`config.mk`:
```
export PLATFORM = sky130hd
export DESIGN_NAME = spike_fifo_scheduler
export DESIGN_NICKNAME = d
export VERILOG_FILES = /design/src/rtl/spike_sched_pkg.sv /design/src/rtl/ts_min_node.sv /design/src/rtl/spike_fifo_scheduler.sv
export SDC_FILE = /design/constraint.sdc
export NUM_CORES = 1
export LEC_CHECK = 0
export CORE_MARGIN = 4
export CORE_UTILIZATION = 40
export DETAILED_ROUTE_END_ITERATION = 10
export GPL_ROUTABILITY_DRIVEN = 1
export PLACE_DENSITY = 0.68
export SLEW_MARGIN = 20
export SYNTH_ARGS = -nofsm -noshare
export SYNTH_HDL_FRONTEND = slang
export SYNTH_SLANG_ARGS = --single-unit
export TNS_END_PERCENT = 5
```
`constraint.sdc`:
```
create_clock -name CLK -period 6.1 [get_ports CLK]
set_input_delay 1.83 -clock CLK [delete_from_list [all_inputs] [get_ports CLK]]
set_output_delay 1.83 -clock CLK [all_outputs]
set_load 0.05 [all_outputs]
```
`src/rtl/spike_sched_pkg.sv`:
```
// spike_sched_pkg: shared FSM type, default sizes, node layout and wrap-aware timestamp compare
package spike_sched_pkg;
  localparam int N_FIFO_DEF = 16;
  localparam int TS_W_DEF = 14;
  typedef enum logic [2:0] {IDLE, SNAP, CMP, GRANT, WAIT} state_t;
  typedef struct packed {
    logic valid;
    logic [$clog2(N_FIFO_DEF)-1:0] idx;
    logic [TS_W_DEF-1:0] ts;
  } node_t;
  // x is older than y when (x - y) mod 2^w has its top bit set; operands arrive zero-extended
  function automatic logic older(input logic [31:0] x, input logic [31:0] y, input int unsigned w);
    logic [31:0] d;
    d = x - y;
    return d[5'(w - 1)];
  endfunction
endpackage

```
`src/rtl/ts_min_node.sv`:
```
// ts_min_node: one registered level of the oldest-timestamp tree; SCHED_RR_TIE_EN selects rotating tie-break
module ts_min_node
  import spike_sched_pkg::*;
#(
  parameter int TS_W = TS_W_DEF,
  parameter int IDX_W = $clog2(N_FIFO_DEF),
  parameter int NW = 1 + IDX_W + TS_W
) (
  input  logic          clk,
  input  logic          rst,
  input  logic [NW-1:0] a_i,
  input  logic [NW-1:0] b_i,
`ifdef SCHED_RR_TIE_EN
  input  logic [IDX_W-1:0] last_idx_i,
`endif
  output logic [NW-1:0] y_o
);
  typedef struct packed {
    logic valid;
    logic [IDX_W-1:0] idx;
    logic [TS_W-1:0] ts;
  } nd_t;
  nd_t a, b, y_d, y_q;
  logic b_older, b_wins;
  assign a = a_i;
  assign b = b_i;
  assign b_older = older(32'(b.ts), 32'(a.ts), TS_W);
`ifdef SCHED_RR_TIE_EN
  logic [IDX_W-1:0] dist_a, dist_b;
  assign dist_a = a.idx - last_idx_i - IDX_W'(1);
  assign dist_b = b.idx - last_idx_i - IDX_W'(1);
  assign b_wins = b.valid && (!a.valid || b_older || (b.ts == a.ts && dist_b < dist_a));
`else
  assign b_wins = b.valid && (!a.valid || b_older);
`endif
  assign y_d = b_wins ? b : a;
  assign y_o = y_q;
  // register the winner of this pair, one tree level per clock
  always_ff @(posedge clk) y_q <= rst ? '0 : y_d;
endmodule

```
`src/rtl/spike_fifo_scheduler.sv`:
```
// spike_fifo_scheduler: time-ordered one-hot read scheduler for the spike FIFO bank (option: SCHED_RR_TIE_EN)
module spike_fifo_scheduler
  import spike_sched_pkg::*;
#(
  parameter int N_FIFO = N_FIFO_DEF,
  parameter int TS_W = TS_W_DEF,
  parameter int IDX_W = $clog2(N_FIFO)
) (
  input  logic                   CLK,
  input  logic                   RST,
  input  logic [N_FIFO-1:0]      empty_group,
  input  logic [N_FIFO*TS_W-1:0] head_ts,
  input  logic [3:0]             CTRL_STATE,
  input  logic [3:0]             CTRL_NEXT_STATE,
  input  logic                   AER_IN_BUSY,
  input  logic                   core_done,
  output logic [N_FIFO-1:0]      grant_out,
  output logic [IDX_W-1:0]       grant_idx,
  output logic [TS_W-1:0]        grant_ts,
  output logic                   signal_from_arbit
);
  localparam int NW = 1 + IDX_W + TS_W;
  typedef struct packed {
    logic valid;
    logic [IDX_W-1:0] idx;
    logic [TS_W-1:0] ts;
  } nd_t;
  state_t state_q, state_d;
  logic [2:0] cnt_q, cnt_d;
  logic [N_FIFO-1:0] valid_q;
  logic [TS_W-1:0] ts_q [N_FIFO];
  logic [NW-1:0] tree [1:2*N_FIFO-1];
  nd_t root;
  logic core_ok, do_grant;
  logic [N_FIFO-1:0] grant_q, grant_d;
  logic [IDX_W-1:0] idx_q, idx_d;
  logic [TS_W-1:0] gts_q, gts_d;
  logic sfa_q;
  assign core_ok = (CTRL_STATE == CTRL_NEXT_STATE) && !AER_IN_BUSY;
  assign root = tree[1];
  assign do_grant = (state_q == GRANT) && core_ok && root.valid;
  assign grant_out = grant_q;
  assign grant_idx = idx_q;
  assign grant_ts = gts_q;
  assign signal_from_arbit = sfa_q;
`ifdef SCHED_RR_TIE_EN
  logic [IDX_W-1:0] last_q;
  // rotating-priority pointer; after reset lane 0 is first in line
  always_ff @(posedge CLK) last_q <= RST ? '1 : (do_grant ? root.idx : last_q);
`endif
  // capture head timestamps and non-empty lanes during SNAP, hold them through CMP/GRANT
  always_ff @(posedge CLK)
    if (RST) begin
      valid_q <= '0;
      for (int i = 0; i < N_FIFO; i++) ts_q[i] <= '0;
    end else if (state_q == SNAP) begin
      valid_q <= ~empty_group;
      for (int i = 0; i < N_FIFO; i++) ts_q[i] <= head_ts[TS_W*i +: TS_W];
    end
  for (genvar i = 0; i < N_FIFO; i++) begin : g_leaf
    assign tree[N_FIFO+i] = {valid_q[i], IDX_W'(i), ts_q[i]};
  end
  for (genvar k = 1; k < N_FIFO; k++) begin : g_node
    ts_min_node #(.TS_W(TS_W), .IDX_W(IDX_W)) u_node (
      .clk(CLK),
      .rst(RST),
      .a_i(tree[2*k]),
      .b_i(tree[2*k+1]),
`ifdef SCHED_RR_TIE_EN
      .last_idx_i(last_q),
`endif
      .y_o(tree[k])
    );
  end
  // FSM state register and compare-level counter
  always_ff @(posedge CLK)
    if (RST) begin
      state_q <= IDLE;
      cnt_q <= '0;
    end else begin
      state_q <= state_d;
      cnt_q <= cnt_d;
    end
  // FSM next state: CMP lasts one cycle per tree level
  always_comb begin
    state_d = state_q;
    cnt_d = '0;
    case (state_q)
      IDLE: state_d = (~&empty_group && core_ok) ? SNAP : IDLE;
      SNAP: state_d = CMP;
      CMP: begin
        state_d = (cnt_q == 3'(IDX_W - 1)) ? GRANT : CMP;
        cnt_d = cnt_q + 3'd1;
      end
      GRANT: state_d = do_grant ? WAIT : IDLE;
      WAIT: state_d = core_done ? IDLE : WAIT;
      default: state_d = IDLE;
    endcase
  end
  // FSM outputs: one-hot pulse and grant bookkeeping only when a grant is issued
  always_comb begin
    grant_d = do_grant ? N_FIFO'(1) << root.idx : '0;
    idx_d = do_grant ? root.idx : idx_q;
    gts_d = do_grant ? root.ts : gts_q;
  end
  // output registers; signal_from_arbit trails the read pulse by one cycle
  always_ff @(posedge CLK)
    if (RST) begin
      grant_q <= '0;
      idx_q <= '0;
      gts_q <= '0;
      sfa_q <= 1'b0;
    end else begin
      grant_q <= grant_d;
      idx_q <= idx_d;
      gts_q <= gts_d;
      sfa_q <= |grant_q;
    end
endmodule

```
# Word-level counts from Yosys, hierarchy flattened
# Memory sizes are Yosys's and may differ from the RTL's.
# Cells that the tools add are included.
# totals
out_inout_bits	35
word_cells	192
mem_bits_ro	0
regBits	342
mem_bits_rw	224
latch_bits	0
memories	1
# mem_list
memory	depth	word_bits	rd	rd_clocked_by_memory_dff	write_ports	line_no	source
ts_q	16	14	16	0	16	spike_fifo_scheduler.sv:31	logic [TS_W-1:0] ts_q [N_FIFO];
# op_classes
bitwise_logic	19
mul	0
n_reduce_logical	56
n_addsub	16
mux	41
n_eq_ne	6
n_div	0
n_lt_le_gt_ge	0
shifts	1
# op_table
cell	count
two-way mux 19 bit	15
two-way mux 14 bit	16
subtractor 14 bit	15
logical AND 1 bit	19
zero test 1 bit	17
inverter 16 bit	1
bitwise OR 1 bit	16
AND reduction 16 bit	1
OR reduction 16 bit	1
<< shifter 1 x 4 -> 16 bit, first input constant	1
logical OR 1 bit	15
case mux 3 bit (5 select lines)	1
equality test 3 x 2 -> 1 bit, second input constant	3
two-way mux 1 bit	7
two-way mux 3 bit	2
equality test 4 bit	1
OR reduction 2 bit	2
adder 3 x 1 -> 3 bit, second input constant	1
equality test 3 x 1 -> 1 bit, second input constant	1
equality test 3 bit, second input constant	1
zero test 3 bit	1
inverter 1 bit	2

# Logic depth before layout (Yosys ltp)
# depth
ltp_word	6
ltp_mapped	10

# Cells and area by module
# Synthesis repeated with hierarchy kept, for this count alone.
# unflattened
hier_cells	2106
hier_area_um2	25388.1
# by_module_without_submodules
module	n_inst	cells_per_inst	area_each_um2
ts_min_node	15	95	1006.0
spike_fifo_scheduler	1	681	10298.6

# Least setup slack after synthesis
# OpenSTA, ideal clock, no wires.
# synth_timing
path_kind	input -> register
from	in RST
to	mem ts_q[0][0] (netlist name) (enable)
n_path_buf	3
slack_ns	0.291
path_stages	5
t_arrival_ns	5.329
cell_sequence	clkbuf_1 > clkbuf_1 > clkbuf_1 > nor2_1 > inv_2
# synth_lines
item	line_no	source
start: declaration	spike_fifo_scheduler.sv:10	input logic RST,
end: declaration	spike_fifo_scheduler.sv:31	

# Worst setup path in the final report
# layout_timing
from	in CTRL_NEXT_STATE[0]
to	reg grant_q[4] (netlist: grant_out[4])
# layout_via
elab_chain_cells	6
# layout_rtl
item	line_no	source
start: declaration	spike_fifo_scheduler.sv:14	input logic [3:0] CTRL_NEXT_STATE,
equality test 4 bit	spike_fifo_scheduler.sv:39	assign core_ok = (CTRL_STATE == CTRL_NEXT_STATE) && !AER_IN_BUSY;
logical AND 1 bit	spike_fifo_scheduler.sv:39	
logical AND 1 bit (2 in series)	spike_fifo_scheduler.sv:41	assign do_grant = (state_q == GRANT) && core_ok && root.valid;
inverter 1 bit (no source line)	-	
OR reduction 2 bit (no source line)	-	
end signal: assignment	spike_fifo_scheduler.sv:114	grant_q <= grant_d;
end: declaration	spike_fifo_scheduler.sv:35	logic [N_FIFO-1:0] grant_q, grant_d;
# Every way passes these cells.
# A chain may end at the register's enable or synchronous reset.

==> results.json <==
{
  "grt_max_degree": 184,
  "layout_common_cells": "nand2_1, dfxtp_1, clkdlybuf4s50_1",
  "yosys_warnings": 0,
  "clk_pin_slew_worst_paths_ns": 0.05,
  "crit_fanout": 22,
  "crit_slowest_cell": "or3_1",
  "fmaxAchievable_ghz": 0.241,
  "synth_top_family_by_area": "simple AND/OR/NAND/NOR gates",
  "power_density_nw_per_um2": 268,
  "final_area_um2": 30100,
  "drv_slew": 0,
  "cts_max_path_buffers": 3,
  "die-area_um2": 65500,
  "yosysSeqAreaShare_pct": 52.7,
  "placed_area_um2": 28200,
  "numCtsBuffers": 56,
  "period_share_pct": 68.1,
  "cts_tree": "yes",
  "routed_via_density": 4.98,
  "r2r_start": "ts_q[0][46]$_SDFFCE_PN0P_",
  "clk_latency_ns": 0.60,
  "grt-ovfl-total": 0,
  "gp_congestion": 0.900,
  "final_layout_size_suffix_gt1_share_pct": 5.11,
  "synth.distinct_cells": 49,
  "fin_cells": 3464,
  "drc": 0,
  "fillers": 5392,
  "ir_drop_mv": 0.220,
  "placed_cells": 3360,
  "postSynthAreaPerCell_um2": 10.4,
  "htreeDepth": 2,
  "antenna_found_initial": 3,
  "synth_edf_count": 224,
  "worst_clock_skew_ns": 0.00830,
  "p_leak_nw": 11.7,
  "drv_cap": 0,
  "async_flop_share_pct": 0,
  "synth_top_flop_cell": "dfxtp_1",
  "drt_pass1_iterations": 5,
  "hp-start": "cnt_q[0]$_SDFF_PP0_",
  "cp.required_ns": 6.60,
  "period_needed_ns": 4.15,
  "synth-simple-area-share_pct": 16.7,
  "start_util_pct": 40.6,
  "first_global_vias": 17700,
  "root_buffer": "clkbuf_16",
  "setup_viol": 0,
  "ant_nets": 0,
  "r2r_slack_ns": 3.07,
  "syn-instance-count": 2372,
  "slew_headroom_pct": 29.4,
  "synth_fa_ha_area_share_pct": 9.26,
  "critPathBufInv": 2,
  "ctsResizeCount": 0,
  "die-height_um": 256,
  "routed_wl_um": 58800,
  "critPathKind": "in -> reg",
  "syn-cell-area_um2": 24600,
  "grt_pass1_wl_um": 93200,
  "hold_end": "cnt_q[0]$_SDFF_PP0_",
  "hold_ws_ns": 0.425,
  "status": "finished clean",
  "io_pins": 287,
  "fin_util_pct": 49.7,
  "critPathArrivalTime_ns": 4.66,
  "hold_class": "reg -> reg",
  "post_cts_buffers": 0,
  "cpPeakStageDelay_ns": 0.85,
  "cp-start-kind": "input pin",
  "drtIter0Drc": 921,
  "cp.depth": 7,
  "hpwlAfterDp_um": 45000,
  "reg2reg_depth": 7,
  "worstMarginPinSlew_ns": 1.06,
  "io_buffers": 286,
  "grt_setup_unrepaired": "no",
  "synth_compound_area_share_pct": 7.88,
  "nNetsFinal": 3071,
  "synth_mux_area_share_pct": 7.85,
  "critPathTopFamily": "simple AND/OR/NAND/NOR gates",
  "hold_depth": 1,
  "wl_per_cell_um": 17.0,
  "grt_use_total_pct": 17.5,
  "total_power_mw": 8.07,
  "rows": 90,
  "ys_seq_elements": 535,
  "pre_cts_ws_ns": 1.29,
  "area_growth_pct": 22.3,
  "setup-tns-final_ns": 0,
  "core_area_um2": 60600,
  "worstSetupEndpointType": "flop",
  "die_x_um": 256,
  "route.vias.total": 17200,
  "hold_viol_final": 0,
  "layout_commonest_cell": "nand2_1",
  "hold_buffers": 0,
  "r2r-end": "g_node[9].u_node.y_o[1]$_SDFF_PP0_",
  "synth_xor_area_share_pct": 0.570,
  "clock_sinks": 535,
  "syn-num-nets": 2806,
  "path_cells": "clkdlybuf4s50_1 > inv_1 > a222oi_1 > nand4_1 > or3_1 > or4b_4 > nor3_1",
  "worst_slack_ns": 1.95
}
[report_power, final]
part | switching (mW) | internal (mW)
registers | 0.102 | 3.88
clock network | 1.39 | 2.01
logic | 0.350 | 0.346
[registers in the layout, summed over array words and instances (netlist names)]
name and flops:
signal_from_arbit 1, g_node.u_node.y_o 254, valid_q 16, grant_ts 14, cnt_q 3, ts_q 224
state_q 3, grant_idx 4, grant_out 16
[synth_stat cells (24+ instances only)]
cell      count  area, um2
and4_1       24        210
inv_1       220        826
a21oi_1      95        475
ha_1        182       2280
mux2i_1     185       1850
and2_1      153        957
nor2_1       67        251
edfxtp_1    224       6730
nor2b_1      87        544
dfxtp_1     311       6230
a22o_1       42        368
nand2_1     388       1460
clkbuf_1     75        282
o21ai_0      88        440
[kinds of logic (layout without fill, tap and decap cells)]
family	after synthesis	after routing
AO/OA/AOI/OAI	304	304
XOR/XNOR	16	16
buffers and inverters	317	626
adder cells (fa/ha/maj)	182	182
multiplexers	192	192
AND/OR/NAND/NOR	826	826
flip-flops	535	535
other	0	1
[layer usage]
| layer | global-route usage (%) | wire [um] | up-vias |
|---|---|---|---|
| li1 | - | - | 8616 |
| met1 | 23.6 | 27100 | 8111 |
| met2 | 29.1 | 27500 | 415 |
| met3 | 2.90 | 2720 | 99 |
| met4 | 5.49 | 1530 | 0 |
| met5 | 0 | 0 | - |
[how the worst max path moves through the flow]
| stage | from | to | slack [ns] |
|---|---|---|---|
| final | CTRL_NEXT_STATE[0] | grant_out[4]$_SDFF_PP0_ | 1.95 |
| after global routing | CTRL_NEXT_STATE[0] | grant_out[4]$_SDFF_PP0_ | 1.78 |
| after CTS | CTRL_NEXT_STATE[0] | grant_out[4]$_SDFF_PP0_ | 1.93 |
| after detailed placement | CTRL_NEXT_STATE[0] | grant_out[4]$_SDFF_PP0_ | 1.29 |
| after global placement | CTRL_NEXT_STATE[0] | grant_out[2]$_SDFF_PP0_ | 1.39 |
| after floorplan | RST | ts_q[0][0]$_SDFFCE_PN0P_ | 0.29 |
[area by class of cell]
| type | instances | area (um2) | share of cell area (%) |
|---|---|---|---|
| timing repair buffer | 303 | 3020 | 10.1 |
| inverter | 221 | 845 | 2.81 |
| clock buffer | 76 | 1600 | 5.32 |
| tap | 782 | 978 | 3.25 |
| clock inverter | 26 | 264 | 0.878 |
| antenna | 1 | 2.50 | 0.00832 |
| sequential | 535 | 13000 | 43.1 |
| multi-input combinational | 1520 | 10400 | 34.6 |
Note: power is estimated with default switching activity, not from simulation.
